### src/rtl/prec_gated_reg_pkg.sv
// Shared types and helpers for the precision-gated pipeline register bank.
// Segment bounds are computed from the word width and segment count so that
// the channel registers and the top-level masks always agree on the layout.
package prec_gated_reg_pkg;

    // Control states: normal operation, waiting for the last word to leave,
    // and the single cycle in which the new precision takes effect.
    typedef enum logic [1:0] {
        RUN   = 2'd0,
        DRAIN = 2'd1,
        CLEAR = 2'd2
    } state_e;

    // Lowest bit of segment s; the low segments are all floor(w/nseg) wide.
    function automatic int seg_lo(input int s, input int w, input int nseg);
        return s * (w / nseg);
    endfunction

    // Highest bit of segment s; the top segment absorbs the remainder bits.
    function automatic int seg_hi(input int s, input int w, input int nseg);
        if (s == nseg - 1) begin
            return w - 1;
        end
        return (s + 1) * (w / nseg) - 1;
    endfunction

    // A segment is active when it is among the prec+1 segments at the MSB end.
    function automatic logic seg_active(input int s, input int prec, input int nseg);
        return (s >= (nseg - 1 - prec));
    endfunction

endpackage

### src/rtl/prec_gated_reg_bank_if.sv
// Bus bundle for the precision-gated register bank: input and output
// valid/ready handshakes, precision-change handshake and activity counters.
// The master side is the upstream/controller, the slave side is the bank.
interface prec_gated_reg_bank_if #(
    parameter int W     = 15,
    parameter int NSEG  = 2,
    parameter int CH    = 4,
    parameter int CNT_W = 16,
    parameter int PW    = $clog2(NSEG)
);

    logic                  in_valid;
    logic                  in_ready;
    logic [CH*W-1:0]       din;
    logic                  out_valid;
    logic                  out_ready;
    logic [CH*W-1:0]       dout;
    logic                  prec_req;
    logic [PW-1:0]         prec_i;
    logic                  prec_ack;
    logic [PW-1:0]         prec_q;
    logic [NSEG*CNT_W-1:0] seg_cnt;

    modport master (
        output in_valid,
        output din,
        output out_ready,
        output prec_req,
        output prec_i,
        input  in_ready,
        input  out_valid,
        input  dout,
        input  prec_ack,
        input  prec_q,
        input  seg_cnt
    );

    modport slave (
        input  in_valid,
        input  din,
        input  out_ready,
        input  prec_req,
        input  prec_i,
        output in_ready,
        output out_valid,
        output dout,
        output prec_ack,
        output prec_q,
        output seg_cnt
    );

endinterface

### src/rtl/prec_gated_reg_chan.sv
// One channel word of the bank, stored as independent segment registers.
// Each segment has its own load enable and synchronous clear, which is the
// enable-based stand-in for gating the clock of that segment.
module prec_gated_reg_chan
    import prec_gated_reg_pkg::*;
#(
    parameter int W    = 15,
    parameter int NSEG = 2
) (
    input  logic            clk,
    input  logic            rst,
    input  logic [NSEG-1:0] seg_load,
    input  logic [NSEG-1:0] seg_clr,
    input  logic [W-1:0]    din,
    output logic [W-1:0]    word
);

    for (genvar s = 0; s < NSEG; s++) begin : g_seg
        localparam int LO = seg_lo(s, W, NSEG);
        localparam int HI = seg_hi(s, W, NSEG);

        logic [HI-LO:0] seg_q;

        // Segment register: a load wins over a clear, otherwise the value holds.
        always_ff @(posedge clk or negedge rst) begin
            if (!rst) begin
                seg_q <= '0;
            end else if (seg_load[s]) begin
                seg_q <= din[HI:LO];
            end else if (seg_clr[s]) begin
                seg_q <= '0;
            end
        end

        assign word[HI:LO] = seg_q;
    end

endmodule

### src/rtl/prec_gated_reg_bank.sv
// Multi-channel precision-scalable pipeline register between the accumulator
// and activation stages. Only the MSB segments selected by the current
// precision update on a load; a drain/clear handshake switches precision at
// run time, and saturating counters record how often each segment updated.
module prec_gated_reg_bank
    import prec_gated_reg_pkg::*;
#(
    parameter int W        = 15,
    parameter int NSEG     = 2,
    parameter int CH       = 4,
    parameter bit ZERO_LSB = 1'b0,
    parameter int CNT_W    = 16,
    parameter int PW       = $clog2(NSEG)
) (
    input logic                   clk,
    input logic                   rst,
    prec_gated_reg_bank_if.slave  bus
);

    localparam logic [CNT_W-1:0] CNT_MAX = '1;

    state_e                state_q;
    state_e                state_d;
    logic                  out_valid_q;
    logic                  out_valid_d;
    logic [PW-1:0]         prec_q;
    logic [PW-1:0]         prec_d;
    logic                  in_ready_w;
    logic                  accept;
    logic [NSEG-1:0]       act_mask;
    logic [NSEG-1:0]       new_mask;
    logic [NSEG-1:0]       seg_load;
    logic [NSEG-1:0]       seg_clr;
    logic [CNT_W-1:0]      cnt_q [NSEG];
    logic [NSEG*CNT_W-1:0] seg_cnt_w;
    logic [CH*W-1:0]       dout_w;

    // New words are only taken in RUN, never while a precision change is
    // pending, and only when the output slot is empty or being emptied.
    assign in_ready_w = (state_q == RUN) && !bus.prec_req && (!out_valid_q || bus.out_ready);
    assign accept     = bus.in_valid && in_ready_w;

    // Segment masks under the current and the requested precision, and the
    // resulting per-segment load and clear strobes shared by all channels.
    always_comb begin
        act_mask = '0;
        new_mask = '0;
        seg_load = '0;
        seg_clr  = '0;
        for (int s = 0; s < NSEG; s++) begin
            act_mask[s] = seg_active(s, int'(prec_q), NSEG);
            new_mask[s] = seg_active(s, int'(bus.prec_i), NSEG);
            seg_load[s] = accept && act_mask[s];
            seg_clr[s]  = (ZERO_LSB && accept && !act_mask[s])
                        || ((state_q == CLEAR) && !new_mask[s]);
        end
    end

    // Next-state and output-valid logic for the precision-switch handshake.
    always_comb begin
        state_d     = state_q;
        out_valid_d = out_valid_q;
        prec_d      = prec_q;
        case (state_q)
            RUN: begin
                if (accept) begin
                    out_valid_d = 1'b1;
                end else if (bus.out_ready) begin
                    out_valid_d = 1'b0;
                end
                if (bus.prec_req) begin
                    if (out_valid_q && !bus.out_ready) begin
                        state_d = DRAIN;
                    end else begin
                        state_d = CLEAR;
                    end
                end
            end
            DRAIN: begin
                if (bus.out_ready) begin
                    out_valid_d = 1'b0;
                    state_d     = CLEAR;
                end
            end
            CLEAR: begin
                out_valid_d = 1'b0;
                prec_d      = bus.prec_i;
                state_d     = RUN;
            end
            default: begin
                out_valid_d = 1'b0;
                state_d     = RUN;
            end
        endcase
    end

    // Control registers; reset comes up at full precision in RUN.
    always_ff @(posedge clk or negedge rst) begin
        if (!rst) begin
            state_q     <= RUN;
            out_valid_q <= 1'b0;
            prec_q      <= PW'(NSEG - 1);
        end else begin
            state_q     <= state_d;
            out_valid_q <= out_valid_d;
            prec_q      <= prec_d;
        end
    end

    // Per-segment activity counters; they stick at all-ones and only reset clears them.
    always_ff @(posedge clk or negedge rst) begin
        if (!rst) begin
            for (int s = 0; s < NSEG; s++) begin
                cnt_q[s] <= '0;
            end
        end else begin
            for (int s = 0; s < NSEG; s++) begin
                if (seg_load[s] && (cnt_q[s] != CNT_MAX)) begin
                    cnt_q[s] <= cnt_q[s] + CNT_W'(1);
                end
            end
        end
    end

    // Flatten the counter array onto the bus, segment s at [s*CNT_W +: CNT_W].
    always_comb begin
        seg_cnt_w = '0;
        for (int s = 0; s < NSEG; s++) begin
            seg_cnt_w[s*CNT_W +: CNT_W] = cnt_q[s];
        end
    end

    for (genvar c = 0; c < CH; c++) begin : g_chan
        prec_gated_reg_chan #(
            .W    (W),
            .NSEG (NSEG)
        ) u_chan (
            .clk      (clk),
            .rst      (rst),
            .seg_load (seg_load),
            .seg_clr  (seg_clr),
            .din      (bus.din[c*W +: W]),
            .word     (dout_w[c*W +: W])
        );
    end

    assign bus.in_ready  = in_ready_w;
    assign bus.out_valid = out_valid_q;
    assign bus.dout      = dout_w;
    assign bus.prec_ack  = (state_q == CLEAR);
    assign bus.prec_q    = prec_q;
    assign bus.seg_cnt   = seg_cnt_w;

endmodule

### src/flat_wrapper.sv
// flat-port wrapper written by rule: the top's interface ports become plain ports
module prec_gated_reg_bank_flat import prec_gated_reg_pkg::*;
#(
    parameter int W        = 15,
    parameter int NSEG     = 2,
    parameter int CH       = 4,
    parameter bit ZERO_LSB = 1'b0,
    parameter int CNT_W    = 16,
    parameter int PW       = $clog2(NSEG)
)
  (clk, rst, bus_in_valid, bus_din, bus_out_ready, bus_prec_req, bus_prec_i, bus_in_ready, bus_out_valid, bus_dout, bus_prec_ack, bus_prec_q, bus_seg_cnt);
  prec_gated_reg_bank_if #(.W(W), .NSEG(NSEG), .CH(CH), .CNT_W(CNT_W), .PW(PW)) bus_i ();
  input logic clk;
  input logic rst;
  input wire logic [$bits(bus_i.in_valid)-1:0] bus_in_valid;
  input wire logic [$bits(bus_i.din)-1:0] bus_din;
  input wire logic [$bits(bus_i.out_ready)-1:0] bus_out_ready;
  input wire logic [$bits(bus_i.prec_req)-1:0] bus_prec_req;
  input wire logic [$bits(bus_i.prec_i)-1:0] bus_prec_i;
  output wire logic [$bits(bus_i.in_ready)-1:0] bus_in_ready;
  output wire logic [$bits(bus_i.out_valid)-1:0] bus_out_valid;
  output wire logic [$bits(bus_i.dout)-1:0] bus_dout;
  output wire logic [$bits(bus_i.prec_ack)-1:0] bus_prec_ack;
  output wire logic [$bits(bus_i.prec_q)-1:0] bus_prec_q;
  output wire logic [$bits(bus_i.seg_cnt)-1:0] bus_seg_cnt;
  assign bus_i.in_valid = bus_in_valid;
  assign bus_i.din = bus_din;
  assign bus_i.out_ready = bus_out_ready;
  assign bus_i.prec_req = bus_prec_req;
  assign bus_i.prec_i = bus_prec_i;
  assign bus_in_ready = bus_i.in_ready;
  assign bus_out_valid = bus_i.out_valid;
  assign bus_dout = bus_i.dout;
  assign bus_prec_ack = bus_i.prec_ack;
  assign bus_prec_q = bus_i.prec_q;
  assign bus_seg_cnt = bus_i.seg_cnt;
  prec_gated_reg_bank #(.W(W), .NSEG(NSEG), .CH(CH), .ZERO_LSB(ZERO_LSB), .CNT_W(CNT_W), .PW(PW)) u_core (.clk(clk), .rst(rst), .bus(bus_i));
endmodule
### config.mk
export PLATFORM = sky130hd
export DESIGN_NAME = prec_gated_reg_bank_flat
export DESIGN_NICKNAME = d
export VERILOG_FILES = /design/src/rtl/prec_gated_reg_pkg.sv /design/src/rtl/prec_gated_reg_bank_if.sv /design/src/rtl/prec_gated_reg_chan.sv /design/src/rtl/prec_gated_reg_bank.sv /design/src/flat_wrapper.sv
export SDC_FILE = /design/constraint.sdc
export NUM_CORES = 1
export LEC_CHECK = 0
export BUFFER_PORTS_ARGS = -buffer_cell sky130_fd_sc_hd__buf_2
export CAP_MARGIN = 30
export CORE_UTILIZATION = 51
export CTS_BUF_LIST = sky130_fd_sc_hd__clkbuf_8 sky130_fd_sc_hd__clkbuf_16
export CTS_CLUSTER_SIZE = 14
export DETAILED_ROUTE_END_ITERATION = 10
export GPL_TIMING_DRIVEN = 0
export PLACE_DENSITY = 0.88
export SLEW_MARGIN = 20
export SYNTH_ARGS = -nofsm -noshare
export SYNTH_HDL_FRONTEND = slang
export SYNTH_SLANG_ARGS = --single-unit
### constraint.sdc
create_clock -name clk -period 3.6 [get_ports clk]
set_input_delay 0.72 -clock clk [delete_from_list [all_inputs] [get_ports clk]]
set_output_delay 0.72 -clock clk [all_outputs]
set_load 0.01 [all_outputs]
==> impl_results.md <==
* Post-synth EDFFs at 0
* PostCTS Resize Cnt at 0
* DP HPWL at 6.66 mm
* Max-cap violations at 0
* Critical-path cell list: ha_1 > nand3_1 > nor4_1 > nand2b_1 > clkbuf_1 > mux2_2
* # DRC at 0
* Pwr dens at between 500 and 600 mW/mm^2
* Initial antenna violation count at 0
* Ant diodes at 0
* Worst r2r src: u_core.bus.seg_cnt[0]$_DFFE_PN0P_
* Headroom to the max-slew limit at 0.395
* Core Box Area at roughly 0.0073 sq mm
* Register bit total from synthesis at 96
* Vias in the first global route at around 2.9k
* Netlist cell types at 37
* Simple-gate share of the synthesized area at 0.126
* NumNets Final at 529
* Commonest non-fill, non-tap cell in the layout: buf_2
* Die height at about 89 um
* CP Class: flip-flop to flip-flop
* Largest net degree at the start of global routing at 52
* Rows at 31
* First-pass GRT wire length at ~14 mm
* Xor-xnor portion of the synthesized cell area at 0.0607
* Sequential share of the synthesized area at 0.616
* CTS buffer count at 9
* Hold Vio Cnt, Final at 0
* Worst Setup End Kind: flip-flop
* Tcrit/Tclk final at 0.650
* Worst reg2reg path depth at 6
* Slowest cell delay on critical path at 0.55 ns
* Cell Area, Synth at slightly below 0.004 sq mm
* Commonest cells after routing, fill and taps aside: 164 x buf_2, 95 x dfrtp_1, 30 x mux2_1
* Peak supply drop at between 0.0003 and 0.0004 V
* Routed Antenna Nets at 0
* Routed WL per cell at about 15 um
* IO Count at between 150 and 200
* Critical R2R Capture: u_core.bus.seg_cnt[1]$_DFFE_PN0P_
* Worst-skew pair later-pin latency at roughly 0.34 ns
* # port buffers at ~160
* RSZ-0062 raised after global routing: false
* Max Freq at approximately 430 MHz
* DR iter-0 viols at around 100
* Layout area overhead at 29.6%
* TritonRoute pass-1 iters at 4
* GR Overflow Total at 0
* Worst-Margin Slew at around 0.9 ns
* Largest family of logic cells by synthesized area: simple AND/OR/NAND/NOR gates
* Main synth FF type: dfrtp_1
* CTS tree: done
* # Post-CTS Setup Buffers at 0
* Post-synthesis async set-or-reset flop share at 1.00
* WP buf/inv at 1
* Worst hold path class: primary input to async pin
* Mapped Nets at roughly 360
* Clk_skew at ~0.012 ns
* Root Driver: clkbuf_8
* CP Max Fanout at 6
* Bufs on Longest Clock Path at 2
* Critical path's slowest cell: nor4_1
* Mean Syn Cell Area at 13.5 sq um
* Gpl congestion at a little under 0.8
* Crit path launch: u_core.bus.seg_cnt[0]$_DFFE_PN0P_
* Final wirelength at slightly below 9 mm
* R2r setup slk at roughly 1.3 ns
* Total track usage at 0.231
* CP required at between 3 and 4 ns
* Fin crit period at around 2.3 ns
* Via density per instance at 5.31
* Die area at about 0.0080 sq mm
* Status: completed
* WP data arrival at about 2.6 ns
* CTS sink cnt at 96
* Startpoint types: flip-flop
* Final setup viols at 0
* DIE WIDTH at roughly 90 um
* Starting Density at 0.532
* Post-synthesis compound-gate area fraction at 0.0728
* Setup tns final at 0 ns
* Depth of the CTS H-tree at 3
* Share of cells above drive strength 1 at 0.425
* DR vias at ~3k
* Hold Buf Count CTS at 0
* Yosys warns at 0
* Mux cell area share after synthesis at 0.101
* Critical path's top delay family: simple AND/OR/NAND/NOR gates
* Slew Limit Fails at 0
* Leakage at 0.00258 uW
* Synth Instances at between 200 and 300
* Final core area utilization at 0.689
* Worst-path clk slew at 0.09 ns
* Synth Area in Adders at 0.00642
-- cell usage after synthesis (4+ instances only) --
cell type,instances,share of area
and3_1,4,0.0064
nor2_1,15,0.014
mux2_1,30,0.087
nand3_1,13,0.017
xnor2_1,21,0.047
nand2_1,14,0.013
nand4_1,13,0.021
a22o_1,28,0.063
buf_2,4,0.0051
mux2_2,5,0.014
dfrtp_1,95,0.61
nor3_1,4,0.0051
clkbuf_1,4,0.0038
xor2_1,6,0.013
inv_1,4,0.0038
-- final cells by class --
class	count	area [sq um]
Sequential cell	96	2400
Fill cell	545	2280
Multi-Input combinational cell	178	1430
Timing Repair Buffer	162	836
Clock buffer	12	165
Tap cell	99	124
Buffer	10	50.0
Clock inverter	4	28.8
Inverter	4	15.0
-- logic make-up after synthesis --
kind of cell    Yosys count
compound gates           34
xor+xnor                 27
buf+inv                  14
simple gates             80
flops                    96
mux                      35
fa+ha+maj                 2
-- report_power, final --
part,leakage (uW),internal [uW],total [uW],switching [uW]
registers,0.00123,1330,1520,186
clock network,0.000100,308,657,349
logic,0.00126,388,791,403
total,0.00258,2030,2970,938
-- how the worst max path moves through the flow --
stage | end | slack, ns | cells after the start
final | u_core.bus.seg_cnt[1]$_DFFE_PN0P_ | 1.26 | 6
after global routing | u_core.bus.seg_cnt[1]$_DFFE_PN0P_ | 1.12 | 6
after CTS | u_core.bus.seg_cnt[1]$_DFFE_PN0P_ | 1.26 | 6
after detailed placement | u_core.g_chan[0].u_chan.g_seg[0].seg_q[4]$_DFFE_PN0P_ | 0.97 | 6
after global placement | u_core.g_chan[1].u_chan.g_seg[1].seg_q[7]$_DFFE_PN0N_ | 0.98 | 1
after floorplan | u_core.bus.seg_cnt[17]$_DFFE_PN0P_ | 1.35 | 5
-- registers in the layout, summed over array words and instances (netlist names) --
| name | count |
|---|---|
| u_core.bus.out_valid | 1 |
| u_core.state_q | 2 |
| u_core.g_chan.u_chan.g_seg.seg_q | 60 |
| u_core.bus.prec_q | 1 |
| u_core.bus.seg_cnt | 32 |
-- routing by layer --
metal  up-vias  track usage  share of wire
met5         -            0              0
met4         0       0.0808          0.014
met3        10       0.0508          0.059
met2       124        0.414           0.52
met1      1488        0.274           0.40
li1       1380            -              -
-- stage by stage --
stage	instances	total power [uW]	hold slack, ns	setup slack (ns)	area, sq um
global route	565	3140	0.402	1.12	5050
floorplan	288	1920	0.424	1.35	3900
global placement	548	2290	0.468	0.984	4830
finish	565	2970	0.371	1.26	5050
CTS	565	3000	0.383	1.26	5050
detailed placement	549	2340	0.476	0.967	4860
No activity file was read; power rests on OpenSTA's default activity.
